**config.mk**
```make
export PLATFORM = sky130hd
export DESIGN_NAME = registers_bank_dump_ctrl
export DESIGN_NICKNAME = d
export VERILOG_FILES = /design/src/rtl/registers_bank_dump_ctrl.sv
export SDC_FILE = /design/constraint.sdc
export NUM_CORES = 1
export LEC_CHECK = 0
export BUFFER_PORTS_ARGS = -buffer_cell sky130_fd_sc_hd__buf_2
export CORE_ASPECT_RATIO = 1.4
export CORE_MARGIN = 1.5
export CORE_UTILIZATION = 45
export CTS_BUF_LIST = sky130_fd_sc_hd__clkbuf_8
export CTS_CLUSTER_DIAMETER = 80
export DETAILED_ROUTE_END_ITERATION = 16
export PLACE_DENSITY = 0.73
export SYNTH_ARGS = -nofsm -noshare
export SYNTH_HDL_FRONTEND = slang
export SYNTH_SLANG_ARGS = --single-unit
```
**constraint.sdc**
```tcl
create_clock -name i_clk -period 2.44 [get_ports i_clk]
set_input_delay 0.488 -clock i_clk [delete_from_list [all_inputs] [get_ports i_clk]]
set_output_delay 0.488 -clock i_clk [all_outputs]
set_load 0.005 [all_outputs]
```
**src/rtl/registers_bank_dump_ctrl.sv**
```systemverilog
// -----------------------------------------------------------------------------
// registers_bank_dump_ctrl
//
// Purpose:
//   Debug-side controller for the ID-stage register bank. When a dump is
//   requested it stalls the pipeline, takes over bank read port A, and reads
//   every register in ascending address order. Each word is sent LSB byte
//   first over a valid/ready byte stream. Outside a dump, the pipeline's
//   port-A address and read enable pass straight through to the bank.
//
// Optional feature (compile-time macro REGS_DUMP_HEADER_EN):
//   When defined, a single header byte equal to REGISTERS_BANK_SIZE[7:0]
//   is sent before the register data.
//
// Byte stream handshake:
//   A byte transfers on a rising edge where o_byte_valid and i_byte_ready
//   are both high. While o_byte_valid is high and i_byte_ready is low,
//   o_byte holds its value. The stream has no timeout.
//
// Ports:
//   i_clk              system clock, rising edge
//   i_reset            asynchronous active-low reset
//   i_start            dump request, sampled only in IDLE
//   i_pipe_addr_a      pipeline port-A address (pass-through)
//   i_pipe_read_enable pipeline read enable (pass-through)
//   i_bus_a            bank port-A read data
//   i_byte_ready       stream sink ready
//   o_addr_a           address to bank port A
//   o_read_enable      read enable to bank
//   o_byte             stream data
//   o_byte_valid       stream data valid
//   o_stall            pipeline stall request
//   o_busy             dump in progress
//   o_done             one-cycle pulse at dump completion
//   o_dbg_state        current FSM state (debug)
// -----------------------------------------------------------------------------
module registers_bank_dump_ctrl #(
    parameter int REGISTERS_BANK_SIZE = 32,
    parameter int REGISTERS_SIZE      = 32,
    parameter int BYTE_SIZE           = 8
) (
    input  logic                                   i_clk,
    input  logic                                   i_reset,
    input  logic                                   i_start,
    input  logic [$clog2(REGISTERS_BANK_SIZE)-1:0] i_pipe_addr_a,
    input  logic                                   i_pipe_read_enable,
    input  logic [REGISTERS_SIZE-1:0]              i_bus_a,
    input  logic                                   i_byte_ready,
    output logic [$clog2(REGISTERS_BANK_SIZE)-1:0] o_addr_a,
    output logic                                   o_read_enable,
    output logic [BYTE_SIZE-1:0]                   o_byte,
    output logic                                   o_byte_valid,
    output logic                                   o_stall,
    output logic                                   o_busy,
    output logic                                   o_done,
    output logic [2:0]                             o_dbg_state
);

    localparam int ADDR_W = $clog2(REGISTERS_BANK_SIZE);
    localparam int BYTES  = REGISTERS_SIZE / BYTE_SIZE;
    localparam int BIDX_W = (BYTES > 1) ? $clog2(BYTES) : 1;

    localparam logic [ADDR_W-1:0] LAST_REG  = ADDR_W'(REGISTERS_BANK_SIZE - 1);
    localparam logic [BIDX_W-1:0] LAST_BYTE = BIDX_W'(BYTES - 1);

`ifdef REGS_DUMP_HEADER_EN
    localparam logic [BYTE_SIZE-1:0] HEADER_BYTE = BYTE_SIZE'(REGISTERS_BANK_SIZE);
`endif

    typedef enum logic [2:0] {
        S_IDLE   = 3'd0,
        S_READ   = 3'd1,
        S_LATCH  = 3'd2,
        S_SEND   = 3'd3,
`ifdef REGS_DUMP_HEADER_EN
        S_HEADER = 3'd5,
`endif
        S_DONE   = 3'd4
    } state_e;

    state_e                    state_q, state_d;
    logic [ADDR_W-1:0]         reg_idx_q, reg_idx_d;
    logic [BIDX_W-1:0]         byte_idx_q, byte_idx_d;
    logic [REGISTERS_SIZE-1:0] word_q, word_d;
    logic [REGISTERS_SIZE-1:0] word_shift;

    // Bytes are 8 bits wide, so the byte select is a shift by byte_idx*8.
    assign word_shift = word_q >> {byte_idx_q, 3'b000};

    always_ff @(posedge i_clk or negedge i_reset) begin
        if (!i_reset) begin
            state_q    <= S_IDLE;
            reg_idx_q  <= '0;
            byte_idx_q <= '0;
            word_q     <= '0;
        end else begin
            state_q    <= state_d;
            reg_idx_q  <= reg_idx_d;
            byte_idx_q <= byte_idx_d;
            word_q     <= word_d;
        end
    end

    always_comb begin
        state_d       = state_q;
        reg_idx_d     = reg_idx_q;
        byte_idx_d    = byte_idx_q;
        word_d        = word_q;
        o_addr_a      = reg_idx_q;
        o_read_enable = 1'b1;
        o_byte        = '0;
        o_byte_valid  = 1'b0;
        o_done        = 1'b0;

        case (state_q)
            S_IDLE: begin
                o_addr_a      = i_pipe_addr_a;
                o_read_enable = i_pipe_read_enable;
                if (i_start) begin
                    reg_idx_d  = '0;
                    byte_idx_d = '0;
`ifdef REGS_DUMP_HEADER_EN
                    state_d    = S_HEADER;
`else
                    state_d    = S_READ;
`endif
                end
            end
`ifdef REGS_DUMP_HEADER_EN
            S_HEADER: begin
                o_byte_valid = 1'b1;
                o_byte       = HEADER_BYTE;
                if (i_byte_ready) state_d = S_READ;
            end
`endif
            // One cycle of address hold covers both combinational and
            // 1-cycle registered bank reads before the data is captured.
            S_READ: state_d = S_LATCH;
            S_LATCH: begin
                word_d     = i_bus_a;
                byte_idx_d = '0;
                state_d    = S_SEND;
            end
            S_SEND: begin
                o_byte_valid = 1'b1;
                o_byte       = word_shift[BYTE_SIZE-1:0];
                if (i_byte_ready) begin
                    if (byte_idx_q != LAST_BYTE) begin
                        byte_idx_d = byte_idx_q + 1'b1;
                    end else if (reg_idx_q != LAST_REG) begin
                        reg_idx_d = reg_idx_q + 1'b1;
                        state_d   = S_READ;
                    end else begin
                        state_d = S_DONE;
                    end
                end
            end
            S_DONE: begin
                o_done  = 1'b1;
                state_d = S_IDLE;
            end
            default: state_d = S_IDLE;
        endcase
    end

    // Derived from the state register, so both drop as soon as reset hits.
    assign o_stall     = (state_q != S_IDLE);
    assign o_busy      = (state_q != S_IDLE);
    assign o_dbg_state = state_q;

endmodule

```
# Yosys cells after proc, flatten, opt, wreduce, memory -nomap -nowiden
# Cells that the tools add are included.
dict set report word_totals {
  wordCells 44
  input_bits 42
  reg_bits 42
  output_inout_bits 21
}
dict set report op_classes {
  shift 1
  reduce_logical 7
  n_addsub 2
  eq_ne 11
  mux 19
}
# cell count
set op_table {}
lappend op_table {{>> shifter 32 x 5 -> 8 bit} 1}
lappend op_table {{2-to-1 mux 5 bit} 5}
lappend op_table {{2-to-1 mux 3 bit} 4}
lappend op_table {{inequality test 2 bit, second input constant} 6}
lappend op_table {{case mux 3 bit (4 select lines)} 1}
lappend op_table {{case mux 5 bit (2 select lines)} 1}
lappend op_table {{2-to-1 mux 8 bit} 1}
lappend op_table {{equality test 3 x 2 -> 1 bit, second input constant} 2}
lappend op_table {{2-to-1 mux 2 bit} 3}
lappend op_table {{case mux 2 bit (3 select lines)} 1}
lappend op_table {{nonzero test 3 bit} 2}
lappend op_table {{adder 5 x 1 -> 5 bit, second input constant} 1}
lappend op_table {{inequality test 5 bit, second input constant} 1}
lappend op_table {{AND reduction 5 bit} 1}
lappend op_table {{AND reduction 4 bit} 1}
lappend op_table {{equality test 3 x 1 -> 1 bit, second input constant} 1}
lappend op_table {{equality test 3 bit, second input constant} 1}
lappend op_table {{logical NOT 3 bit} 1}
lappend op_table {{2-to-1 mux 1 bit} 3}
lappend op_table {{AND reduction 3 bit} 1}
lappend op_table {{adder 2 x 1 -> 2 bit, second input constant} 1}
lappend op_table {{nonzero test 2 bit} 1}

# Longest topological paths before layout
dict set report logic_depth {
  word_depth 5
  mapped_depth 6
  mapped_depth_nobuf 6
}

# Worst setup path before layout
# OpenSTA, ideal clock, no wires.
dict set report synth_path {
  kind {register to register}
  startpoint {register reg_idx_q[0]}
  endpoint {register reg_idx_q[0]}
  path_buffers 0
  synth_period_minus_slack_ps 1837
  t_required_ps 2315
  setup_ps 125
  setup_slack_ps 603
  arrival_time_ps 1712
  path_stages_with_launch 7
  path_cell_list {dfrtp_1 -> ha_1 -> and3_1 -> ha_1 -> and3_1 -> a211o_1 -> mux2_4}
}
dict set report synth_via {
  elab_chain_cells 5
  word_cells_on_any_way 8
  classes_between {add/sub (1); eq/ne (2); mux (4); reduce/logical (1)}
}
# item line
set synth_lines {}
lappend synth_lines {{start, declared} 82} ;# logic [ADDR_W-1:0] reg_idx_q, reg_idx_d;
lappend synth_lines {{start signal, assigned} 98} ;# reg_idx_q <= reg_idx_d;
lappend synth_lines {{adder 5 x 1 -> 5 bit} 151} ;# reg_idx_d = reg_idx_q + 1'b1;
lappend synth_lines {{2-to-1 mux 5 bit} 150} ;# end else if (reg_idx_q != LAST_REG) begin
lappend synth_lines {{2-to-1 mux 5 bit} 148} ;# if (byte_idx_q != LAST_BYTE) begin
lappend synth_lines {{2-to-1 mux 5 bit} 147} ;# if (i_byte_ready) begin
lappend synth_lines {{case mux 5 bit (2 select lines)} 115} ;# case (state_q)
# Several ways; a longest one is shown, not always the timed one. The select of a mux whose other input is x is not followed.
# A chain may end at the register's enable or synchronous reset.

# Worst setup path after layout
dict set report layout_path {
  startpoint {register state_q[2], in the netlist o_dbg_state[2]}
  endpoint {output o_addr_a[1]}
}
dict set report layout_via {
  elab_chain_cells 2
}
# item line
set layout_lines {}
lappend layout_lines {{start, declared} 81} ;# state_e state_q, state_d;
lappend layout_lines {{start signal, assigned} 97} ;# state_q <= state_d;
lappend layout_lines {{logical NOT 3 bit} 115}
lappend layout_lines {{2-to-1 mux 5 bit} 115}
lappend layout_lines {{end, declared} 49} ;# output logic [$clog2(REGISTERS_BANK_SIZE)-1:0] o_addr_a,
# No other way between the ends.

==> metrics.md <==
| Metric | Value |
|---|---|
| Post-route non-filler standard cell count | `274` |
| CTS Root Cell | `clkbuf_8` |
| Syn_area_per_cell | `14.0 µm²` |
| NetSw | `0.938 mW` |
| Total global routing overflow | `0` |
| Placed Cells | `266` |
| Area grow syn2layout | `22.3%` |
| Area of the multi-input gates | `956 µm²` |
| Worst path slowest cell | `dfrtp_1` |
| Max-slew violations | `0` |
| CP startpoint kind | `register` |
| Layout Skew | `0.00511 ns` |
| Syn Inst Count | `149` |
| DRT Pass-1 Iters | `6` |
| Worst path required time | `1.95 ns` |
| Critical path class | `register to output pin` |
| Worst hold path class | `input pin to async pin` |
| Gp weighted congestion | `0.738` |
| Synthesized net count | `194` |
| # fillers | `437` |
| CTS tree | `done` |
| Die area | `5040 µm²` |
| Peak supply drop | `0.659 mV` |
| TritonCTS Sinks | `42` |
| Routed wl met3 | `247 µm` |
| Layout cells sized above 1 | `0.580` |
| Row cnt | `29` |
| Hold Vio Cnt, Final | `0` |
| Met1 wire length | `1.58 mm` |
| Final nets | `256` |
| Relative slew slack | `0.587` |
| Met2 wire length | `1.86 mm` |
| DP HPWL | `2.72 mm` |
| Ports | `63` |
| Port bufs | `62` |
| H-tree Lvls | `2` |
| P_int | `2.18 mW` |
| Top Layer Used | `met4` |
| Switch share | `0.301` |
| Overall routing resource usage | `0.167` |
| Comb pwr share | `0.412` |
| Worst-Skew Late Latency | `0.29 ns` |
| Core Region | `4500 µm²` |
| Synth top area share | `0.505` |
| Synthesized flop and latch total | `42` |
| Tmin final | `2.27 ns` |
| Crit path DAT | `1.78 ns` |
| Sequential share of power | `0.415` |
| Max FO, Critical Path | `10` |
| Synth cell count leaders | `dfrtp_1 (42), mux2_2 (38), and2_1 (9), mux4_2 (8)` |
| Ant diodes | `0` |
| CTS Buf Count | `5` |
| Power per cell area | `1230 nW/µm²` |
| Sequential-to-total area share from yosys stat | `0.505` |
| Clock share of power | `0.173` |
| CP endpoint kind | `output pin` |
| Routed vias/inst | `5.08` |
| Status | `finished clean` |
| Reg area | `1050 µm²` |
| Max_cap viols | `0` |
| Total power | `3.12 mW` |
| Die X-Extent | `60.5 µm` |
| Post-place setup slack | `0.344 ns` |
| Async S/R FF share, synth | `1.00` |
| Vias in the first global route | `1,403` |
| Maximum clock frequency | `441 MHz` |
| Post-route ant nets | `0` |
| Clock transition at the registers of the reported paths | `0.08 ns` |
| Worst-margin pin slew | `0.620 ns` |
| Worst Slack Setup Final | `0.171 ns` |
| Vias | `1,391` |
| Netlist cell types | `34` |
| Largest net degree at the start of global routing | `33` |
| Initial DRC count | `54` |
| Most frequent cell after synthesis | `dfrtp_1` |
| Cell taking the most area after synthesis | `dfrtp_1` |
| Synth Flop Type | `dfrtp_1` |
| Synth warn | `0` |
| Critical-path cell list | `nor3_2 > mux2_2 > buf_2` |
| Mapped Area | `2080 µm²` |
| Residual DRC | `0` |
| First-pass GRT wire length | `6.31 mm` |
| Synth top area cells | `dfrtp_1 (51%), mux2_2 (21%), mux4_2 (8.7%)` |
| Number of flops mapped to enable cells by yosys | `0` |
| Fin crit share | `0.930` |
| Final WL | `3.74 mm` |
| Clock Tree Buf Depth | `2` |
| Initial core utilization | `0.462` |
| Die boundary height | `83.4 µm` |
| Leak pwr | `1.16 nW` |
| Final setup fails | `0` |
| Core Util, Final | `0.565` |
| RSZ-0062 raised after global routing | `no` |
| Setup repair bufs after CTS | `0` |
| WL/cell | `13.6 µm` |
| Antenna violations before repair | `0` |
| Fin Setup TNS | `0 ns` |
| Delay of the slowest cell on the worst path | `0.50 ns` |
[layout by cell type (no fill, tap or decap), types with 2 or more instances in the layout]
cell type / instances
clkbuf_8: 5
nor2_1: 2
a22o_1: 2
nand2_1: 3
buf_2: 62
dfrtp_1: 41
ha_1: 3
and2_1: 9
nand3b_1: 2
nor3_1: 2
mux4_2: 8
inv_1: 4
clkinv_2: 2
o21ai_0: 2
mux2_2: 38
a211o_1: 2
a21oi_1: 2
and3_1: 3
buf_4: 3
[logic make-up (layout without fill, tap and decap cells)]
| logic type | Yosys count | after routing | share of synthesized area |
|---|---|---|---|
| AOI/OAI and AO/OA | 11 | 11 | 0.0379 |
| adders and majority gates | 3 | 3 | 0.0181 |
| buffers and inverters | 14 | 77 | 0.0379 |
| DFF | 42 | 42 | 0.505 |
| muxes | 48 | 48 | 0.304 |
| and+or+nand+nor | 31 | 31 | 0.0963 |
[stage by stage]
stage          hold slack, ns  area (µm²)
2_1_floorplan           0.192        2080
3_3_place_gp            0.485        2430
3_5_place_dp            0.492        2430
4_1_cts                 0.223        2540
5_1_grt                 0.241        2540
6_report                0.198        2540
[registers in the layout (all words and copies together) (netlist names)]
| signal | cells |
|---|---|
| byte_idx_q | 2 |
| o_dbg_state | 3 |
| reg_idx_q | 5 |
| word_q | 32 |
[worst max-delay path: cells and delay by family (launching register included)]
kind | cells | cell delay, ns
buffers and inverters | 1 | 0.12
multiplexers | 1 | 0.39
flip-flops | 1 | 0.50
AND/OR/NAND/NOR | 1 | 0.47
[power groups by stage]
stage	Combinational, mW	Clock, mW	Sequential, mW
2_1_floorplan	1.07	0	1.16
3_3_place_gp	1.27	0	1.31
3_5_place_dp	1.30	0	1.31
4_1_cts	1.31	0.551	1.30
5_1_grt	1.44	0.575	1.36
6_report	1.29	0.539	1.29
[routing by layer]
layer  global-route usage  vias to the layer above
li1                     -                      663
met1                0.216                      674
met2                0.269                       48
met3               0.0467                        6
met4               0.0534                        0
met5                    0                        -
[what timing repair did]
action / CTS / global route
hold endpoints to repair: 0 / 0
gates resized for setup: 0 / 1
hold buffers: 0 / 0
setup endpoints to repair: 0 / 8
[worst paths after layout]
check                                            from                  endpoint  slack, ns  depth (start not counted)
setup / recovery           o_dbg_state[2]$_DFFE_PN0P_               o_addr_a[1]       0.17                          3
hold / removal                                i_reset     word_q[0]$_DFFE_PN0P_       0.20                          1
setup reg to reg             reg_idx_q[0]$_DFFE_PN0P_  reg_idx_q[0]$_DFFE_PN0P_       0.46                          6
hold reg to reg                word_q[22]$_DFFE_PN0P_    word_q[22]$_DFFE_PN0P_       0.51                          1
max in group asynchronous                     i_reset  reg_idx_q[2]$_DFFE_PN0P_       1.67                          2
min in group i_clk                        i_bus_a[22]    word_q[22]$_DFFE_PN0P_       0.42                          2
[final cells by class]
cell class / count / area share
Sequential cell: 42 / 0.414
Multi-Input combinational cell: 93 / 0.376
Timing Repair Buffer: 65 / 0.131
Tap cell: 62 / 0.0305
Clock buffer: 5 / 0.0271
Clock inverter: 3 / 0.0157
Inverter: 4 / 0.00591
No activity file was read; power rests on OpenSTA's default activity.
